### src/rtl/keypad_pkg.sv
// rtl/keypad_pkg.sv - shared key codes, scan/FSM enums and matrix-to-code mapping for the keypad scanner
package keypad_pkg;

  localparam logic [3:0] KEY_STAR = 4'hA;
  localparam logic [3:0] KEY_HASH = 4'hB;
  localparam logic [3:0] KEY_NONE = 4'hF;

  typedef enum logic [1:0] {
    SCAN_NONE,
    SCAN_KEY,
    SCAN_MULTI
  } scan_res_t;

  typedef enum logic [1:0] {
    ST_IDLE,
    ST_CONFIRM,
    ST_HELD
  } state_t;

  // Rows 0-2 hold digits 1-9 in reading order; row 3 is "*", "0", "#".
  function automatic logic [3:0] key_code_of(input logic [1:0] row, input logic [1:0] col);
    logic [3:0] code;
    if (row == 2'd3) begin
      unique case (col)
        2'd0:    code = KEY_STAR;
        2'd1:    code = 4'd0;
        default: code = KEY_HASH;
      endcase
    end else begin
      code = {2'b00, row} * 4'd3 + {2'b00, col} + 4'd1;
    end
    return code;
  endfunction

  function automatic logic [9:0] digit_onehot(input logic [3:0] code);
    logic [9:0] vec;
    vec = '0;
    if (code <= 4'd9) begin
      vec = 10'd1 << code;
    end
    return vec;
  endfunction

endpackage

### src/rtl/keypad_if.sv
// rtl/keypad_if.sv - keypad digit/strobe interface between the scanner (master) and the controller (slave)
interface keypad_if;
  import keypad_pkg::*;

  logic [9:0] keypad;
  logic [3:0] key_code;
  logic       key_valid;
  logic       lock;

  modport master (
    output keypad,
    output key_code,
    output key_valid,
    input  lock
  );

  modport slave (
    input  keypad,
    input  key_code,
    input  key_valid,
    output lock
  );

endinterface

### src/rtl/keypad_row_driver.sv
// rtl/keypad_row_driver.sv - row prescaler/rotation, column synchronizer and per-scan 12-bit snapshot capture
module keypad_row_driver #(
  parameter int CLK_DIV = 1000
) (
  input  logic        clock,
  input  logic        clear,
  input  logic [2:0]  col_n,
  output logic [3:0]  row_n,
  output logic [11:0] snapshot,
  output logic        scan_done
);

  localparam int PW = (CLK_DIV > 1) ? $clog2(CLK_DIV) : 1;

  logic [2:0]    col_meta;
  logic [2:0]    col_sync;
  logic [PW-1:0] prescale;
  logic [1:0]    row;
  logic          row_end;

  assign row_end = (prescale == PW'(CLK_DIV - 1));
  assign row_n   = ~(4'b0001 << row);

  // Snapshot bit (row*3 + col) is high when that key is down.
  always_ff @(posedge clock) begin
    if (clear) begin
      col_meta  <= 3'b111;
      col_sync  <= 3'b111;
      prescale  <= '0;
      row       <= 2'd0;
      snapshot  <= '0;
      scan_done <= 1'b0;
    end else begin
      col_meta  <= col_n;
      col_sync  <= col_meta;
      scan_done <= row_end && (row == 2'd3);
      if (row_end) begin
        prescale <= '0;
        row      <= row + 2'd1;
        unique case (row)
          2'd0:    snapshot[2:0]  <= ~col_sync;
          2'd1:    snapshot[5:3]  <= ~col_sync;
          2'd2:    snapshot[8:6]  <= ~col_sync;
          default: snapshot[11:9] <= ~col_sync;
        endcase
      end else begin
        prescale <= prescale + PW'(1);
      end
    end
  end

endmodule

### src/rtl/keypad_scanner.sv
// rtl/keypad_scanner.sv - 4x3 keypad scanner top with debounce FSM; auto-repeat under KEYPAD_REPEAT_EN
module keypad_scanner
  import keypad_pkg::*;
#(
  parameter int CLK_DIV        = 1000,
  parameter int DEBOUNCE_SCANS = 3
`ifdef KEYPAD_REPEAT_EN
  , parameter int REPEAT_DELAY  = 50,
  parameter int REPEAT_PERIOD = 10
`endif
) (
  input  logic       clock,
  input  logic       clear,
  input  logic [2:0] col_n,
  output logic [3:0] row_n,
  keypad_if.master   kp
);

  localparam int CW = $clog2(DEBOUNCE_SCANS + 1);

  logic [11:0]   snapshot;
  logic          scan_done;
  scan_res_t     scan_res;
  logic [3:0]    scan_code;
  logic          same_key;
  logic          accept;

  state_t        state, state_n;
  logic [3:0]    cand, cand_n;
  logic [CW-1:0] cnt, cnt_n;
  logic [CW-1:0] rel_cnt, rel_cnt_n;
  logic [9:0]    keypad_q, keypad_n;
  logic [3:0]    code_q, code_n;
  logic          valid_q, valid_n;

`ifdef KEYPAD_REPEAT_EN
  localparam int RMAX = (REPEAT_DELAY > REPEAT_PERIOD) ? REPEAT_DELAY : REPEAT_PERIOD;
  localparam int HW   = $clog2(RMAX + 1);

  logic [HW-1:0] hold_cnt, hold_cnt_n;
  logic          rpt_phase, rpt_phase_n;
  logic          armed, armed_n;
`endif

  keypad_row_driver #(
    .CLK_DIV (CLK_DIV)
  ) u_row_driver (
    .clock     (clock),
    .clear     (clear),
    .col_n     (col_n),
    .row_n     (row_n),
    .snapshot  (snapshot),
    .scan_done (scan_done)
  );

  always_comb begin : scan_eval
    logic [3:0] ones;
    ones      = '0;
    scan_code = KEY_NONE;
    for (int i = 0; i < 12; i++) begin
      if (snapshot[i]) begin
        ones      = ones + 4'd1;
        scan_code = key_code_of(2'(i / 3), 2'(i % 3));
      end
    end
    if (ones == 4'd0) begin
      scan_res = SCAN_NONE;
    end else if (ones == 4'd1) begin
      scan_res = SCAN_KEY;
    end else begin
      scan_res = SCAN_MULTI;
    end
  end

  assign same_key = (scan_res == SCAN_KEY) && (scan_code == cand);

  always_comb begin
    state_n   = state;
    cand_n    = cand;
    cnt_n     = cnt;
    rel_cnt_n = rel_cnt;
    keypad_n  = keypad_q;
    code_n    = code_q;
    valid_n   = 1'b0;
    accept    = 1'b0;
`ifdef KEYPAD_REPEAT_EN
    hold_cnt_n  = hold_cnt;
    rpt_phase_n = rpt_phase;
    armed_n     = armed;
`endif
    if (scan_done) begin
      unique case (state)
        ST_IDLE: begin
          if (scan_res == SCAN_KEY) begin
            cand_n = scan_code;
            cnt_n  = CW'(1);
            if (DEBOUNCE_SCANS == 1) begin
              accept = 1'b1;
            end else begin
              state_n = ST_CONFIRM;
            end
          end
        end
        ST_CONFIRM: begin
          if (same_key) begin
            cnt_n = cnt + CW'(1);
            if (cnt_n == CW'(DEBOUNCE_SCANS)) begin
              accept = 1'b1;
            end
          end else if (scan_res == SCAN_KEY) begin
            cand_n = scan_code;
            cnt_n  = CW'(1);
          end else begin
            state_n = ST_IDLE;
            cnt_n   = '0;
          end
        end
        ST_HELD: begin
          if (same_key) begin
            rel_cnt_n = '0;
`ifdef KEYPAD_REPEAT_EN
            // Repeats only follow a press that was strobed when accepted.
            if (armed && !kp.lock) begin
              hold_cnt_n = hold_cnt + HW'(1);
              if (hold_cnt_n == (rpt_phase ? HW'(REPEAT_PERIOD) : HW'(REPEAT_DELAY))) begin
                valid_n     = 1'b1;
                hold_cnt_n  = '0;
                rpt_phase_n = 1'b1;
              end
            end
`endif
          end else begin
            rel_cnt_n = rel_cnt + CW'(1);
            if (rel_cnt_n == CW'(DEBOUNCE_SCANS)) begin
              keypad_n  = '0;
              state_n   = ST_IDLE;
              rel_cnt_n = '0;
`ifdef KEYPAD_REPEAT_EN
              armed_n   = 1'b0;
`endif
            end
          end
        end
        default: state_n = ST_IDLE;
      endcase

      if (accept) begin
        state_n   = ST_HELD;
        cnt_n     = '0;
        rel_cnt_n = '0;
        if (!kp.lock) begin
          valid_n  = 1'b1;
          code_n   = cand_n;
          keypad_n = digit_onehot(cand_n);
        end else begin
          keypad_n = '0;
        end
`ifdef KEYPAD_REPEAT_EN
        hold_cnt_n  = '0;
        rpt_phase_n = 1'b0;
        armed_n     = !kp.lock;
`endif
      end
    end
  end

  always_ff @(posedge clock) begin
    if (clear) begin
      state    <= ST_IDLE;
      cand     <= KEY_NONE;
      cnt      <= '0;
      rel_cnt  <= '0;
      keypad_q <= '0;
      code_q   <= KEY_NONE;
      valid_q  <= 1'b0;
`ifdef KEYPAD_REPEAT_EN
      hold_cnt  <= '0;
      rpt_phase <= 1'b0;
      armed     <= 1'b0;
`endif
    end else begin
      state    <= state_n;
      cand     <= cand_n;
      cnt      <= cnt_n;
      rel_cnt  <= rel_cnt_n;
      keypad_q <= keypad_n;
      code_q   <= code_n;
      valid_q  <= valid_n;
`ifdef KEYPAD_REPEAT_EN
      hold_cnt  <= hold_cnt_n;
      rpt_phase <= rpt_phase_n;
      armed     <= armed_n;
`endif
    end
  end

  assign kp.keypad    = keypad_q;
  assign kp.key_code  = code_q;
  assign kp.key_valid = valid_q;

endmodule

### src/flat_wrapper.sv
// flat-port wrapper written by rule: the top's interface ports become plain ports
module keypad_scanner_flat import keypad_pkg::*;
#(
  parameter int CLK_DIV        = 1000,
  parameter int DEBOUNCE_SCANS = 3

)
  (clock, clear, col_n, row_n, kp_keypad, kp_key_code, kp_key_valid, kp_lock);
  keypad_if kp_i ();
  input  logic clock;
  input  logic clear;
  input  logic [2:0] col_n;
  output logic [3:0] row_n;
  output wire logic [$bits(kp_i.keypad)-1:0] kp_keypad;
  output wire logic [$bits(kp_i.key_code)-1:0] kp_key_code;
  output wire logic [$bits(kp_i.key_valid)-1:0] kp_key_valid;
  input wire logic [$bits(kp_i.lock)-1:0] kp_lock;
  assign kp_keypad = kp_i.keypad;
  assign kp_key_code = kp_i.key_code;
  assign kp_key_valid = kp_i.key_valid;
  assign kp_i.lock = kp_lock;
  keypad_scanner #(.CLK_DIV(CLK_DIV), .DEBOUNCE_SCANS(DEBOUNCE_SCANS)) u_core (.clock(clock), .clear(clear), .col_n(col_n), .row_n(row_n), .kp(kp_i));
endmodule
### config.mk
export PLATFORM = sky130hd
export DESIGN_NAME = keypad_scanner_flat
export DESIGN_NICKNAME = d
export VERILOG_FILES = /design/src/rtl/keypad_pkg.sv /design/src/rtl/keypad_if.sv /design/src/rtl/keypad_row_driver.sv /design/src/rtl/keypad_scanner.sv /design/src/flat_wrapper.sv
export SDC_FILE = /design/constraint.sdc
export NUM_CORES = 1
export LEC_CHECK = 0
export ABC_AREA = 1
export CAP_MARGIN = 20
export CORE_MARGIN = 2
export CORE_UTILIZATION = 56
export CTS_BUF_LIST = sky130_fd_sc_hd__clkbuf_8 sky130_fd_sc_hd__clkbuf_16
export CTS_CLUSTER_DIAMETER = 100
export DETAILED_ROUTE_END_ITERATION = 7
export PLACE_DENSITY = 0.76
export SLEW_MARGIN = 15
export SYNTH_ARGS = -nofsm -noshare
export SYNTH_HDL_FRONTEND = slang
export SYNTH_HIERARCHICAL = 1
export SYNTH_SLANG_ARGS = --single-unit
### constraint.sdc
create_clock -name clock -period 8.34 [get_ports clock]
set_input_delay 1.668 -clock clock [delete_from_list [all_inputs] [get_ports clock]]
set_output_delay 1.668 -clock clock [all_outputs]
set_load 0.01 [all_outputs]
==> results of run 1 <==
[power by group through the flow]
| stage | clock network, mW | logic (mW) | registers [mW] |
|---|---|---|---|
| floorplan | 0 | 0.00696 | 0.277 |
| global placement | 0 | 0.0113 | 0.277 |
| detailed placement | 0 | 0.0116 | 0.277 |
| CTS | 0.157 | 0.0117 | 0.271 |
| global route | 0.165 | 0.0130 | 0.271 |
| finish | 0.154 | 0.0115 | 0.271 |
[kinds of logic (layout without fill, tap and decap cells)]
| family | Yosys count | after routing | synth area share, % |
|---|---|---|---|
| and+or+nand+nor | 343 | 343 | 45.5 |
| DFF | 56 | 56 | 29.1 |
| adders and majority gates | 19 | 19 | 6.17 |
| AOI/OAI and AO/OA | 57 | 57 | 7.89 |
| buffers and inverters | 101 | 130 | 9.97 |
| xor gates and xnor gates | 6 | 6 | 1.36 |
[layer usage]
metal	vias up	wire, um	track usage, %
li1	1903	-	-
met1	1607	3690	28.0
met2	37	3940	39.5
met3	7	176	3.03
met4	0	93	5.97
met5	-	0	0
[final timing paths]
| check | start | to | slack (ns) | cells after the start |
|---|---|---|---|---|
| hold reg to reg | u_core/u_row_driver/col_meta[1]$_SDFF_PP1_ | u_core/u_row_driver/col_sync[1]$_SDFF_PP1_ | 0.42 | 1 |
| setup reg to reg | u_core/u_row_driver/snapshot[0]$_SDFFE_PP0P_ | u_core/kp.keypad[4]$_SDFFE_PP0P_ | 1.22 | 43 |
| setup / recovery | u_core/u_row_driver/snapshot[0]$_SDFFE_PP0P_ | u_core/kp.keypad[4]$_SDFFE_PP0P_ | 1.22 | 43 |
| hold / removal | u_core/u_row_driver/col_meta[1]$_SDFF_PP1_ | u_core/u_row_driver/col_sync[1]$_SDFF_PP1_ | 0.42 | 1 |
[Yosys cell counts]
library cell	number	area, sq um
nand2_1	131	492
inv_1	90	338
nor2_1	64	240
dfxtp_1	56	1120
nand3_1	55	275
a21oi_1	34	170
nand2_2	26	163
nand3_2	21	210
ha_1	19	238
o21ai_0	13	65.1
or2_2	11	68.8
nand4_1	8	50.1
nor3_1	7	35.0
xor2_1	6	52.6
inv_2	5	18.8
nor2_4	5	56.3
o21ai_1	5	25.0
nand4_2	4	50.1
nor2_2	4	25.0
clkbuf_1	3	11.3
nand2_4	3	33.8
nand3b_1	2	15.0
a31oi_1	1	6.26
buf_4	1	7.51
clkinv_1	1	3.75
clkinv_2	1	5.00
nand4_4	1	21.3
nor3_4	1	16.3
o211ai_1	1	7.51
o21ai_4	1	16.3
o22ai_1	1	6.26
o31ai_1	1	7.51
[layout make-up]
| class | instances | area (sq um) |
|---|---|---|
| well taps | 80 | 100 |
| multi-input cells | 425 | 2350 |
| repair buffers | 25 | 248 |
| flip-flops and latches | 56 | 1120 |
| clock inverters | 2 | 11.3 |
| fillers | 613 | 2440 |
| clock buffers | 6 | 82.6 |
| inverters | 97 | 365 |
[per-stage QoR]
step / cells / cell area (sq um) / setup WS, ns
global placement: 683 / 4180 / 1.52
floorplan: 582 / 3850 / 1.76
detailed placement: 683 / 4180 / 1.25
finish: 691 / 4270 / 1.22
global route: 691 / 4270 / 0.711
CTS: 691 / 4270 / 1.19
[registers in the layout, indices dropped and copies added, names as in the netlist]
signal / count
u_core/u_row_driver/snapshot: 12
u_core/kp.keypad: 10
u_core/u_row_driver/prescale: 10
u_core/cand: 4
u_core/kp.key_code: 4
u_core/u_row_driver/col_meta: 3
u_core/u_row_driver/col_sync: 3
u_core/cnt: 2
u_core/rel_cnt: 2
u_core/state: 2
u_core/u_row_driver/row: 2
u_core/kp.key_valid: 1
u_core/u_row_driver/scan_done: 1
[worst max-delay path: cells and delay by family (launching register included)]
family / cells / cell delay (ns)
adders and majority gates: 10 / 2.90
AOI/OAI and AO/OA: 2 / 0.17
and+or+nand+nor: 26 / 3.19
buffers and inverters: 5 / 0.32
DFF: 1 / 0.40
==> key figures, run 1 <==
Pwr
  – Pwr/cell area: 102 nW/um^2
  – Internal: 0.341 mW
  – Leak: 2.21 nW
  – Tot Pwr: 0.436 mW
  – Part of the power in registers: 62.1%
  – VDD IR max: 0.000137 V
  – Net Switching: 0.0951 mW
  – Switching fraction of total power: 21.8%
  – Clock power share: 35.2%
  – Comb pwr share: 2.6%

Detailed routing
  – Vias post-DR: 3554
  – Via-to-Cell Ratio: 5.14
  – Initial drt markers: 158
  – Drt pass-1 iters: 4
  – Routed Antenna Nets: 0
  – # DRC: 0
  – Wirelength, routed: 7.90 mm
  – Routed length per instance: 11.4 um

Global routing
  – Initial antenna violation count: 0
  – Largest net degree at the start of global routing: 30
  – First-pass GRT wire length: 14.0 mm
  – Total congestion overflow: 0
  – Overall routing resource usage: 22.2%
  – Vias in the first global route: 3346

STA
  – Slew @ Worst Pin: 0.484 ns
  – Fmax: 0.140 GHz
  – Clk_skew: 0.00431 ns
  – Worst hold slack: 0.416 ns
  – Relative slew slack: 67.5%
  – Final hold violation count: 0
  – RSZ-0062 raised after global routing: false
  – Setup TNS: 0 ns
  – Final setup viols: 0
  – Final worst-path cycle share: 85.4%
  – Minimum clock period: 7.12 ns
  – Slew Limit Fails: 0

Worst hold path
  – HP Class: flip-flop to flip-flop

CTS
  – CTS Buf Count: 5
  – CTS clk-pin slew, worst paths: 0.10 ns
  – Clk root buf: clkbuf_8
  – Worst-Skew Late Latency: 0.30 ns
  – Deepest clock path buffer count: 2
  – Setup repair bufs after CTS: 0
  – Clock sink count: 56
  – CTS tree: yes
  – H-tree Lvls: 2
  – Post-CTS resize count: 0
  – Hold Buf Count CTS: 0

Setup path
  – Critical path launch point type: flip-flop
  – CP most frequent cell: nand2_1
  – CP Capture Type: flip-flop
  – CP required: 8.53 ns
  – Worst Path Arrival: 7.31 ns
  – Critical Path Fanout Max: 10
  – Worst setup path class: flip-flop to flip-flop
  – Slowest stage delay, CP: 0.40 ns
  – CP max-delay cell: dfxtp_1

Yosys
  – Synth Instances: 582
  – Net Count, Synth: 607
  – Syn. warnings: 6
  – Cell variety after synth: 32
  – #FFs+latches synth: 56
  – Mapped Area: 3850 sq um
  – Register area share after synthesis: 29.1%
  – Synth Area per Inst: 6.62 sq um

Outcome
  – Outcome: finished clean

Floorplan
  – Initial Util: 57.3%
  – Die extent in x: 86.9 um
  – Floorplan row count: 30
  – Total die area: 7560 sq um
  – Die Span Y: 86.9 um
  – IO Pins: 25
  – Core area: 6720 sq um

Final layout
  – Core Util, Final: 63.6%
  – Commonest non-fill, non-tap cell in the layout: nand2_1
  – Nets: 635
  – # diodes: 0
  – Most frequent cells in the layout: nand2_1 (131), inv_1 (91), nor2_1 (64), dfxtp_1 (56), nand3_1 (55)
  – Fraction of layout cells with a size suffix above 1: 14.9%
  – Synth-to-layout area growth: 11.0%

Place
  – GP Congestion: 0.855
  – Hpwl dp: 6.20 mm
  – Port bufs: 24

Job
  – Max_cap viols: 0
No activity file was read; power rests on OpenSTA's default activity.
==> run 2, diff against run 1 <==
--- a/config.mk
+++ b/config.mk
@@ -5,14 +5,13 @@
 export SDC_FILE = /design/constraint.sdc
 export NUM_CORES = 1
 export LEC_CHECK = 0
-export ABC_AREA = 1
 export CAP_MARGIN = 20
 export CORE_MARGIN = 2
-export CORE_UTILIZATION = 56
+export CORE_UTILIZATION = 47
 export CTS_BUF_LIST = sky130_fd_sc_hd__clkbuf_8 sky130_fd_sc_hd__clkbuf_16
 export CTS_CLUSTER_DIAMETER = 100
 export DETAILED_ROUTE_END_ITERATION = 7
-export PLACE_DENSITY = 0.76
+export PLACE_DENSITY = 0.66
 export SLEW_MARGIN = 15
 export SYNTH_ARGS = -nofsm -noshare
 export SYNTH_HDL_FRONTEND = slang
==> run 2 against run 1 <==
  * Area after synthesis down 6.1%
  * Non-clock buffer count up 9
  * Hold slack worse by 0.0015 ns
  * Final area down 4.2%
  * Global-route usage down 5.0 points
  * Register-to-register slack worse by 0.78 ns
  * Clock power about the same
  * Die area up 11%
  * First-iteration DRC count down 7.6%
  * Sequential cell count unchanged
  * Critical endpoint is now u_core/kp.keypad[0]$_SDFFE_PP0P_
==> key figures, run 2 <==
Detailed routing
  – # DRC: 0 (unchanged)
  – Via-to-Cell Ratio: 5.61 (was 5.14)
  – Initial drt markers: 146 (was 158)
  – Wirelength, routed: 7.34 mm (was 7.90 mm)
  – Routed length per instance: 13.8 um (was 11.4 um)
  – Routed Antenna Nets: 0 (unchanged)
  – Drt pass-1 iters: 4 (unchanged)
  – Vias post-DR: 2981 (was 3554)

Setup path
  – Worst Setup SP: u_core/u_row_driver/snapshot[0]$_SDFFE_PP0P_ (unchanged)
  – CP required: 8.59 ns (was 8.53 ns)
  – Critical path's top delay family: adder cells (was simple AND/OR/NAND/NOR gates)
  – R2R Path Start: u_core/u_row_driver/snapshot[0]$_SDFFE_PP0P_ (unchanged)
  – Critical path launch point type: flip-flop (unchanged)
  – Reg2Reg Setup Slack: 0.44 ns (was 1.22 ns)
  – CP max-delay cell: or3_1 (was dfxtp_1)
  – Critical Path Fanout Max: 6 (was 10)
  – CP bufs+invs: 3 (was 5)
  – Worst Path Arrival: 8.16 ns (was 7.31 ns)
  – Slowest stage delay, CP: 0.37 ns (was 0.40 ns)
  – Worst setup path class: flip-flop to flip-flop (unchanged)
  – CP Capture Type: flip-flop (unchanged)
  – CP most frequent cell: ha_1 (was nand2_1)

CTS
  – H-tree Lvls: 2 (unchanged)
  – CTS clk-pin slew, worst paths: 0.09 ns (was 0.10 ns)
  – Deepest clock path buffer count: 2 (unchanged)
  – CTS tree: yes (unchanged)
  – CTS Buf Count: 5 (unchanged)
  – Clock sink count: 56 (unchanged)
  – Worst-Skew Late Latency: 0.30 ns (about the same)
  – Clk root buf: clkbuf_8 (unchanged)
  – Hold Buf Count CTS: 0 (unchanged)

Global routing
  – First-pass GRT wire length: 12.3 mm (was 14.0 mm)
  – Total congestion overflow: 0 (unchanged)
  – Overall routing resource usage: 17.2% (was 22.2%)
  – Vias in the first global route: 2661 (was 3346)
  – Initial antenna violation count: 0 (unchanged)
  – Largest net degree at the start of global routing: 45 (was 30)

Final layout
  – # diodes: 0 (unchanged)
  – Reg area: 1120 sq um (about the same)
  – Commonest non-fill, non-tap cell in the layout: dfxtp_1 (was nand2_1)
  – Final instance area: 4090 sq um (was 4270 sq um)
  – Reg with most FFs: u_core/u_row_driver/snapshot (unchanged)
  – Fillcell total: 691 (was 613)
  – Footprint of the multi-input gates: 2330 sq um (was 2350 sq um)
  – Synth-to-layout area growth: 13.2% (was 11.0%)
  – Core Util, Final: 55.5% (was 63.6%)
  – Fraction of layout cells with a size suffix above 1: 13.0% (was 14.9%)
  – Most frequent cells in the layout: dfxtp_1 (53), nand2_1 (33), nor2_1 (32), a21oi_1 (29), inv_1 (25) (was nand2_1 (131), inv_1 (91), nor2_1 (64), dfxtp_1 (56), nand3_1 (55))
  – Fin cells: 531 (was 691)
  – Nets: 457 (was 635)
  – Number of flip-flops in the largest register: 12 (unchanged)

Yosys
  – Syn. warnings: 6 (unchanged)
  – Synth Area per Inst: 8.78 sq um (was 6.62 sq um)
  – Synth area leader: dfxtp_1 (unchanged)
  – Main synth FF type: dfxtp_1 (unchanged)
  – Top-area cell type share of the netlist area: 31.0% (was 29.1%)
  – Most common cell in the netlist: dfxtp_1 (was nand2_1)
  – Ys async rst share: 0% (unchanged)
  – Mapped Area: 3620 sq um (was 3850 sq um)
  – Cell variety after synth: 68 (was 32)
  – Register area share after synthesis: 31.0% (was 29.1%)
  – Number of flops mapped to enable cells by yosys: 0 (unchanged)
  – Net Count, Synth: 437 (was 607)
  – Synth Instances: 412 (was 582)
  – #FFs+latches synth: 56 (unchanged)
  – Commonest cells post-synth: dfxtp_1 (56), nand2_1 (33), nor2_1 (33), a21oi_1 (30), inv_1 (25) (was nand2_1 (131), inv_1 (90), nor2_1 (64), dfxtp_1 (56), nand3_1 (55))
  – Top area cells in the synthesized netlist: dfxtp_1 (31%), ha_1 (6.6%), a21oi_1 (4.2%) (was dfxtp_1 (29%), nand2_1 (13%), inv_1 (8.8%))

STA
  – Final worst-path cycle share: 94.7% (was 85.4%)
  – Minimum clock period: 7.90 ns (was 7.12 ns)
  – Final hold violation count: 0 (unchanged)
  – Final setup viols: 0 (unchanged)
  – Slew @ Worst Pin: 0.909 ns (was 0.484 ns)
  – Relative slew slack: 39.3% (was 67.5%)
  – Clk_skew: 0.00736 ns (was 0.00431 ns)
  – Slew Limit Fails: 0 (unchanged)
  – Fmax: 0.127 GHz (was 0.140 GHz)

Worst hold path
  – HP Class: flip-flop to flip-flop (unchanged)
  – Hold Path Origin: u_core/u_row_driver/col_meta[2]$_SDFF_PP1_ (was u_core/u_row_driver/col_meta[1]$_SDFF_PP1_)

Floorplan
  – Core area: 7370 sq um (was 6720 sq um)
  – IO Pins: 25 (unchanged)
  – Total die area: 8410 sq um (was 7560 sq um)
  – Floorplan row count: 31 (was 30)
  – Die extent in x: 91.7 um (was 86.9 um)
  – Die Span Y: 91.7 um (was 86.9 um)
  – Initial Util: 49.1% (was 57.3%)

Outcome
  – Outcome: finished clean (unchanged)

Pwr
  – Tot Pwr: 0.442 mW (was 0.436 mW)
  – Leak: 1.55 nW (was 2.21 nW)
  – VDD IR max: 0.0000784 V (was 0.000137 V)
  – Pwr/cell area: 108 nW/um^2 (was 102 nW/um^2)

Place
  – GP Congestion: 0.820 (was 0.855)
  – Port bufs: 24 (unchanged)
  – Dpl cell area: 3880 sq um (was 4180 sq um)
  – Dpl cells: 517 (was 683)
  – Hpwl dp: 5.13 mm (was 6.20 mm)

Job
  – Max_cap viols: 0 (unchanged)
-- run 2: kinds of logic after synthesis --
logic type,Yosys count,share of synthesized area (%)
AOI/OAI and AO/OA,109,22.2
xor gates and xnor gates,36,11.4
adders and majority gates,19,6.57
buffers and inverters,46,5.92
DFF,56,31.0
muxes,10,3.01
and+or+nand+nor,136,19.9
-- run 2: what timing repair did --
action                     in CTS  in global routing
setup endpoints to repair       0                 22
setup buffers                   0                  5
gates resized for setup         0                 12
-- run 2: worst paths after layout --
check / endpoint / cells past startpoint
worst max-delay path: u_core/kp.keypad[0]$_SDFFE_PP0P_ / 37
worst min-delay path: u_core/u_row_driver/col_sync[2]$_SDFF_PP1_ / 1
worst max register to register: u_core/kp.keypad[0]$_SDFFE_PP0P_ / 37
worst min register to register: u_core/u_row_driver/col_sync[2]$_SDFF_PP1_ / 1
-- run 2: final cells by class --
cell class | count | area share, %
multi-input cells | 310 | 57.0
flip-flops and latches | 56 | 27.5
repair buffers | 34 | 7.86
well taps | 99 | 3.03
clock buffers | 7 | 2.35
inverters | 25 | 2.29
-- run 2: routing by layer --
| metal | track usage [%] | part of all wire, % |
|---|---|---|
| met1 | 23.9 | 50 |
| met4 | 4.60 | 1.1 |
| met2 | 28.0 | 47 |
| met3 | 2.55 | 2.8 |
| met5 | 0 | 0 |
-- run 2: where the power goes --
group	leakage, nW	switching [mW]	total (mW)	internal (mW)
Combinational	1.05	0.00706	0.0130	0.00595
Sequential	0.455	0.00339	0.274	0.271
Clock	0.0503	0.0806	0.155	0.0741
-- run 2: through the flow --
stage	setup TNS, ns	setup WS, ns	hold slack, ns
6_report	0	0.438	0.414
5_1_grt	-0.0885	-0.0457	0.432
4_1_cts	0	0.234	0.418
3_5_place_dp	0	0.272	0.394
3_3_place_gp	0	0.458	0.393
2_1_floorplan	0	0.884	0.389
